[config.mk]
export PLATFORM = sky130hd
export DESIGN_NAME = sha256_sig_cfu_flat
export DESIGN_NICKNAME = d
export VERILOG_FILES = /design/src/rtl/sha256_cfu_pkg.sv /design/src/rtl/cfu_interface.sv /design/src/rtl/cfu_resp_fifo.sv /design/src/rtl/sha256_sig_cfu.sv /design/src/flat_wrapper.sv
export SDC_FILE = /design/constraint.sdc
export NUM_CORES = 1
export LEC_CHECK = 0
export ABC_AREA = 1
export CAP_MARGIN = 5
export CORE_ASPECT_RATIO = 1.75
export CORE_MARGIN = 2
export CORE_UTILIZATION = 50
export DETAILED_ROUTE_END_ITERATION = 7
export PLACE_DENSITY_LB_ADDON = 0.08
export SYNTH_ARGS = -nofsm -noshare
export SYNTH_HDL_FRONTEND = slang
export SYNTH_SLANG_ARGS = --single-unit
[constraint.sdc]
create_clock -name clk -period 3.88 [get_ports clk]
set_clock_uncertainty 0.2 [all_clocks]
set_input_delay 0.97 -clock clk [delete_from_list [all_inputs] [get_ports clk]]
set_output_delay 0.97 -clock clk [all_outputs]
set_load 0.01 [all_outputs]
[src/rtl/sha256_cfu_pkg.sv]
// Shared types for the SHA-256 sigma/sum custom function unit: function codes,
// response status codes and the response-entry layout.
package sha256_cfu_pkg;

  localparam int CFU_ID_W   = 4;
  localparam int CFU_FUNC_W = 3;

  typedef enum logic [1:0] {
    SIG0 = 2'd0,
    SIG1 = 2'd1,
    SUM0 = 2'd2,
    SUM1 = 2'd3
  } cfu_func_e;

  localparam logic STATUS_OK      = 1'b0;
  localparam logic STATUS_ILLEGAL = 1'b1;

  typedef struct packed {
    logic [CFU_ID_W-1:0] id;
    logic                status;
    logic [31:0]         data;
  } cfu_resp_t;

endpackage

[src/rtl/cfu_interface.sv]
// Request/response handshake bundle between a CPU core and a custom function unit.
interface cfu_interface #(
  parameter int ID_W   = sha256_cfu_pkg::CFU_ID_W,
  parameter int FUNC_W = sha256_cfu_pkg::CFU_FUNC_W
);
  logic              req_valid;
  logic              req_ready;
  logic [ID_W-1:0]   req_id;
  logic [FUNC_W-1:0] req_func;
  logic [31:0]       req_rs1;
  logic              resp_valid;
  logic              resp_ready;
  logic [ID_W-1:0]   resp_id;
  logic              resp_status;
  logic [31:0]       resp_data;

  modport slave (
    input  req_valid, req_id, req_func, req_rs1, resp_ready,
    output req_ready, resp_valid, resp_id, resp_status, resp_data
  );

  modport master (
    output req_valid, req_id, req_func, req_rs1, resp_ready,
    input  req_ready, resp_valid, resp_id, resp_status, resp_data
  );
endinterface

[src/rtl/cfu_resp_fifo.sv]
// In-order response buffer: DEPTH entries of WIDTH bits, one push and one pop
// per cycle; head is forced to zero while empty so outputs read 0 after reset.
module cfu_resp_fifo #(
  parameter int DEPTH = 4,
  parameter int WIDTH = 37
) (
  input  logic             clk,
  input  logic             rst_n,
  input  logic             push_valid,
  output logic             push_ready,
  input  logic [WIDTH-1:0] push_data,
  output logic             pop_valid,
  input  logic             pop_ready,
  output logic [WIDTH-1:0] pop_data
);
  localparam int PTR_W = $clog2(DEPTH);
  localparam int CNT_W = PTR_W + 1;

  logic [PTR_W-1:0] wr_ptr_q, wr_ptr_d;
  logic [PTR_W-1:0] rd_ptr_q, rd_ptr_d;
  logic [CNT_W-1:0] count_q, count_d;
  logic [WIDTH-1:0] mem_q [DEPTH];
  logic             push, pop, not_empty;

  assign not_empty  = (count_q != '0);
  assign push_ready = (count_q != CNT_W'(DEPTH));
  assign pop_valid  = not_empty;
  assign pop_data   = not_empty ? mem_q[rd_ptr_q] : '0;

  always_comb begin
    push     = push_valid & push_ready;
    pop      = not_empty & pop_ready;
    wr_ptr_d = wr_ptr_q + PTR_W'(push);
    rd_ptr_d = rd_ptr_q + PTR_W'(pop);
    count_d  = count_q + CNT_W'(push) - CNT_W'(pop);
  end

  always_ff @(posedge clk or negedge rst_n) begin
    if (!rst_n) begin
      wr_ptr_q <= '0;
      rd_ptr_q <= '0;
      count_q  <= '0;
    end else begin
      wr_ptr_q <= wr_ptr_d;
      rd_ptr_q <= rd_ptr_d;
      count_q  <= count_d;
    end
  end

  // Storage carries no reset; validity comes solely from count_q.
  always_ff @(posedge clk) begin
    if (push) mem_q[wr_ptr_q] <= push_data;
  end

endmodule

[src/rtl/sha256_sig_cfu.sv]
// SHA-256 sigma0/sigma1/Sum0/Sum1 custom function unit with buffered in-order responses.
// Build option: define SHA256_SIG_CFU_ILLEGAL_FUNC_EN to flag function ids above 3 as illegal.
module sha256_sig_cfu
  import sha256_cfu_pkg::*;
#(
  parameter int DEPTH  = 4,
  parameter int FUNC_W = CFU_FUNC_W,
  parameter int ID_W   = CFU_ID_W
) (
  input logic         clk,
  input logic         rst_n,
  cfu_interface.slave cfu
);
  localparam int ENTRY_W = ID_W + 1 + 32;

  logic [31:0]        func_result;
  logic               func_status;
  logic [ENTRY_W-1:0] entry_in, entry_head;

  function automatic logic [31:0] ror32(input logic [31:0] x, input int unsigned n);
    return (x >> n) | (x << (32 - n));
  endfunction

  function automatic logic [31:0] sig_calc(input cfu_func_e f, input logic [31:0] x);
    case (f)
      SIG0:    return ror32(x, 7)  ^ ror32(x, 18) ^ (x >> 3);
      SIG1:    return ror32(x, 17) ^ ror32(x, 19) ^ (x >> 10);
      SUM0:    return ror32(x, 2)  ^ ror32(x, 13) ^ ror32(x, 22);
      SUM1:    return ror32(x, 6)  ^ ror32(x, 11) ^ ror32(x, 25);
      default: return '0;
    endcase
  endfunction

  always_comb begin
    func_status = STATUS_OK;
    func_result = sig_calc(cfu_func_e'(cfu.req_func[1:0]), cfu.req_rs1);
`ifdef SHA256_SIG_CFU_ILLEGAL_FUNC_EN
    if (cfu.req_func > FUNC_W'(3)) begin
      func_status = STATUS_ILLEGAL;
      func_result = '0;
    end
`endif
  end

  assign entry_in = {cfu.req_id, func_status, func_result};

  // Result is captured on the transfer edge, so a response is visible one cycle later.
  cfu_resp_fifo #(
    .DEPTH (DEPTH),
    .WIDTH (ENTRY_W)
  ) u_resp_fifo (
    .clk        (clk),
    .rst_n      (rst_n),
    .push_valid (cfu.req_valid),
    .push_ready (cfu.req_ready),
    .push_data  (entry_in),
    .pop_valid  (cfu.resp_valid),
    .pop_ready  (cfu.resp_ready),
    .pop_data   (entry_head)
  );

  assign {cfu.resp_id, cfu.resp_status, cfu.resp_data} = entry_head;

endmodule

[src/flat_wrapper.sv]
// flat-port wrapper written by rule: the top's interface ports become plain ports
module sha256_sig_cfu_flat import sha256_cfu_pkg::*;
#(
  parameter int DEPTH  = 4,
  parameter int FUNC_W = CFU_FUNC_W,
  parameter int ID_W   = CFU_ID_W
)
  (clk, rst_n, cfu_req_valid, cfu_req_id, cfu_req_func, cfu_req_rs1, cfu_resp_ready, cfu_req_ready, cfu_resp_valid, cfu_resp_id, cfu_resp_status, cfu_resp_data);
  cfu_interface #(.ID_W(ID_W), .FUNC_W(FUNC_W)) cfu_i ();
  input logic clk;
  input logic rst_n;
  input wire logic [$bits(cfu_i.req_valid)-1:0] cfu_req_valid;
  input wire logic [$bits(cfu_i.req_id)-1:0] cfu_req_id;
  input wire logic [$bits(cfu_i.req_func)-1:0] cfu_req_func;
  input wire logic [$bits(cfu_i.req_rs1)-1:0] cfu_req_rs1;
  input wire logic [$bits(cfu_i.resp_ready)-1:0] cfu_resp_ready;
  output wire logic [$bits(cfu_i.req_ready)-1:0] cfu_req_ready;
  output wire logic [$bits(cfu_i.resp_valid)-1:0] cfu_resp_valid;
  output wire logic [$bits(cfu_i.resp_id)-1:0] cfu_resp_id;
  output wire logic [$bits(cfu_i.resp_status)-1:0] cfu_resp_status;
  output wire logic [$bits(cfu_i.resp_data)-1:0] cfu_resp_data;
  assign cfu_i.req_valid = cfu_req_valid;
  assign cfu_i.req_id = cfu_req_id;
  assign cfu_i.req_func = cfu_req_func;
  assign cfu_i.req_rs1 = cfu_req_rs1;
  assign cfu_i.resp_ready = cfu_resp_ready;
  assign cfu_req_ready = cfu_i.req_ready;
  assign cfu_resp_valid = cfu_i.resp_valid;
  assign cfu_resp_id = cfu_i.resp_id;
  assign cfu_resp_status = cfu_i.resp_status;
  assign cfu_resp_data = cfu_i.resp_data;
  sha256_sig_cfu #(.DEPTH(DEPTH), .FUNC_W(FUNC_W), .ID_W(ID_W)) u_core (.clk(clk), .rst_n(rst_n), .cfu(cfu_i));
endmodule
==> results.yml <==
worst_hold_path:
  worstHoldPathCells: 1
  worstHoldStart: "u_core.u_resp_fifo.wr_ptr_q[1]$_DFF_PN0_"
  holdPathEnd: "u_core.u_resp_fifo.wr_ptr_q[1]$_DFF_PN0_"
  hold_class: "flip-flop to flip-flop"
critical_path:
  crit_fanout: 12
  cp.required_ps: 2710
  worstSetupPathType: "flip-flop to output pin"
  start_kind: "flip-flop"
  ff2ff_setup_slack_ps: 1270
  end_kind: "output pin"
  startpoint: "u_core.u_resp_fifo.rd_ptr_q[1]$_DFF_PN0_"
  worst_ep_arrival_time_ps: 2510
  worstReg2RegEnd: "u_core.u_resp_fifo.count_q[2]$_DFF_PN0_"
  rr_worst_depth: 9
  r2r-start: "u_core.u_resp_fifo.count_q[1]$_DFF_PN0_"
floorplan:
  die_h_um: 186
  chipWidth_um: 108
  core.rowCount: 66
  initial_core_util_pct: 51.0
  coreArea_um2: 18700
  pin_count: 82
  dieArea_um2: 20200
placed_design:
  gp_congestion: 1.05
  pre_cts_ws_ps: 642
  io_buffers: 79
  dpl-instance-area_um2: 10800
  dp.cells: 1569
  dp_hpwl_um: 25100
yosys:
  synth_common_cells: "nand2_1 (367), nand3_1 (305), nor2_1 (148)"
  synth.distinct_cells: 24
  ys_ff_latch: 151
  synth_seq_area_share_pct: 47.3
  ys_top_cells_by_area: "edfxtp_1 (45%), nand3_1 (16%), nand2_1 (14%)"
  syn_area_per_cell_um2: 7.47
  yosysMostFrequentCell: "nand2_1"
  yosysTopAreaCell: "edfxtp_1"
  synth_edf_count: 144
  syn-cell-area_um2: 9510
  async_flop_share_pct: 4.64
  synthesis.nets: 1319
  syn-instance-count: 1273
  synth_top_area_share_pct: 45.5
  ys.warnings.count: 0
  synth_ff_type: "edfxtp_1"
timing:
  tightestPinTransition_ps: 727
  setup_viol: 0
  fmax_mhz: 272
  finalCriticalPeriod_ps: 3680
  hold_viol: 0
  hold_slack_ps: 362
  fin_ws_ps: 198
  rsz0062_at_grt: "no"
  slew_headroom_pct: 51.5
  drv_slew: 0
  finalCritPeriodShare_pct: 94.9
clock_network:
  cts_sinks: 151
  clk-insertion-delay-late_ps: 460
  htreeDepth: 4
  cts_root_buf: "clkbuf_16"
  cts_hold_buf: 0
  clock_path_buffers: 3
  clk_pin_slew_ps: 50
  cts_buffers: 25
  cts_resized: 0
  cts_setup_buffers: 0
  cts_tree: "built"
routing:
  drc: 0
  vias: 10200
  vias_per_cell: 6.35
  ant_nets: 0
  routed_wl_um: 37700
  wl_per_cell_um: 23.5
  dr.first_iter.drc_count: 1242
  dr.pass1.iters: 6
layout:
  final_util_pct: 61.5
  layout-drive-gt1-share_pct: 8.87
  fillers: 1669
  final_cell_area_um2: 11500
  multi_input_area_um2: 4380
  syn2layout_area_growth_pct: 20.6
  ff_latch_area_um2: 4500
  layout.nets: 1404
  n_antenna_cell: 0
  instances_no_fill: 1602
global_route:
  grt_max_degree: 74
  grt_usage_pct: 37.9
  grt_pass1_vias: 9566
  antenna_found_initial: 0
  grt_overflow_total: 0
  grt_pass1_wl_um: 56400
power_and_ir_drop:
  ir_drop_mv: 0.798
  p_per_area_nw_per_um2: 636
  p_leak_nw: 4.69
run:
  maxCapViolations: 0
run_status:
  status: "complete, no violations"
==> through the flow <==
step	TNS [ps]	total power [mW]
after CTS	0	7.33
after detailed placement	0	5.44
final	0	7.30
after global routing	0	7.69
after global placement	0	5.36
after floorplan	-53950	4.05
==> layout by cell type (no fill, tap or decap), drive strengths merged <==
cell type      netlist  routed
o21ai               73      73
xor2                 3       3
clkbuf              10      27
clkinv               3       8
conb                 1       1
inv                 42      42
dfrtp                7       7
nand2              368     368
ha                   2       2
fa                   1       1
edfxtp             144     144
xnor2                2       2
bufinv               0       1
nand4               33      33
clkdlybuf4s50        0      79
a21oi               36      36
nand3              305     305
buf                 90      79
nor3                 5       5
nor2               148     148
==> layout make-up <==
cell class | instances | share of cell area [%]
Clock inverter | 6 | 0.425
Tap cell | 238 | 2.60
Clock buffer | 27 | 5.61
Multi-Input combinational cell | 977 | 38.2
Timing Repair Buffer | 158 | 12.5
Sequential cell | 151 | 39.2
Inverter | 45 | 1.47
==> registers in the layout, indices dropped and copies added, names as in the netlist <==
| signal | cells |
|---|---|
| u_core.u_resp_fifo.mem_q | 144 |
| u_core.u_resp_fifo.count_q | 3 |
| u_core.u_resp_fifo.rd_ptr_q | 2 |
| u_core.u_resp_fifo.wr_ptr_q | 2 |
==> worst max path at each step <==
stage / cells past startpoint / endpoint
floorplan: 2 / u_core.u_resp_fifo.mem_q[0][0]$_DFFE_PP_
global placement: 6 / cfu_resp_data[9]
detailed placement: 6 / cfu_resp_data[9]
CTS: 6 / cfu_resp_data[2]
global route: 6 / cfu_resp_data[2]
finish: 6 / cfu_resp_data[2]
==> worst max-delay path, stage by stage, from the launching register on <==
cell	delay, ps
dfrtp_1	570
inv_2	210
buf_4	250
nor2_1	140
o21ai_0	140
a21oi_1	190
clkdlybuf4s50_1	560
==> layer usage <==
metal	GRT usage, %	vias up	wire length, um
li1	-	4511	-
met1	42.3	4687	12100
met2	61.5	716	17800
met3	8.28	259	3940
met4	29.2	0	3920
met5	0	-	0
==> where the power goes <==
| part | internal, mW | switching, mW |
|---|---|---|
| logic | 1.24 | 1.84 |
| clock network | 1.23 | 0.642 |
| registers | 2.22 | 0.130 |
==> kinds of logic after synthesis <==
| group | after synthesis | share of synthesized area (%) |
|---|---|---|
| AOI/OAI and AO/OA | 109 | 5.74 |
| other | 1 | 0.0394 |
| buffers and inverters | 145 | 7.00 |
| adders and majority gates | 3 | 0.474 |
| and+or+nand+nor | 859 | 39.0 |
| xor gates and xnor gates | 5 | 0.460 |
| DFF | 151 | 47.3 |
Note: power is estimated with default switching activity, not from simulation.
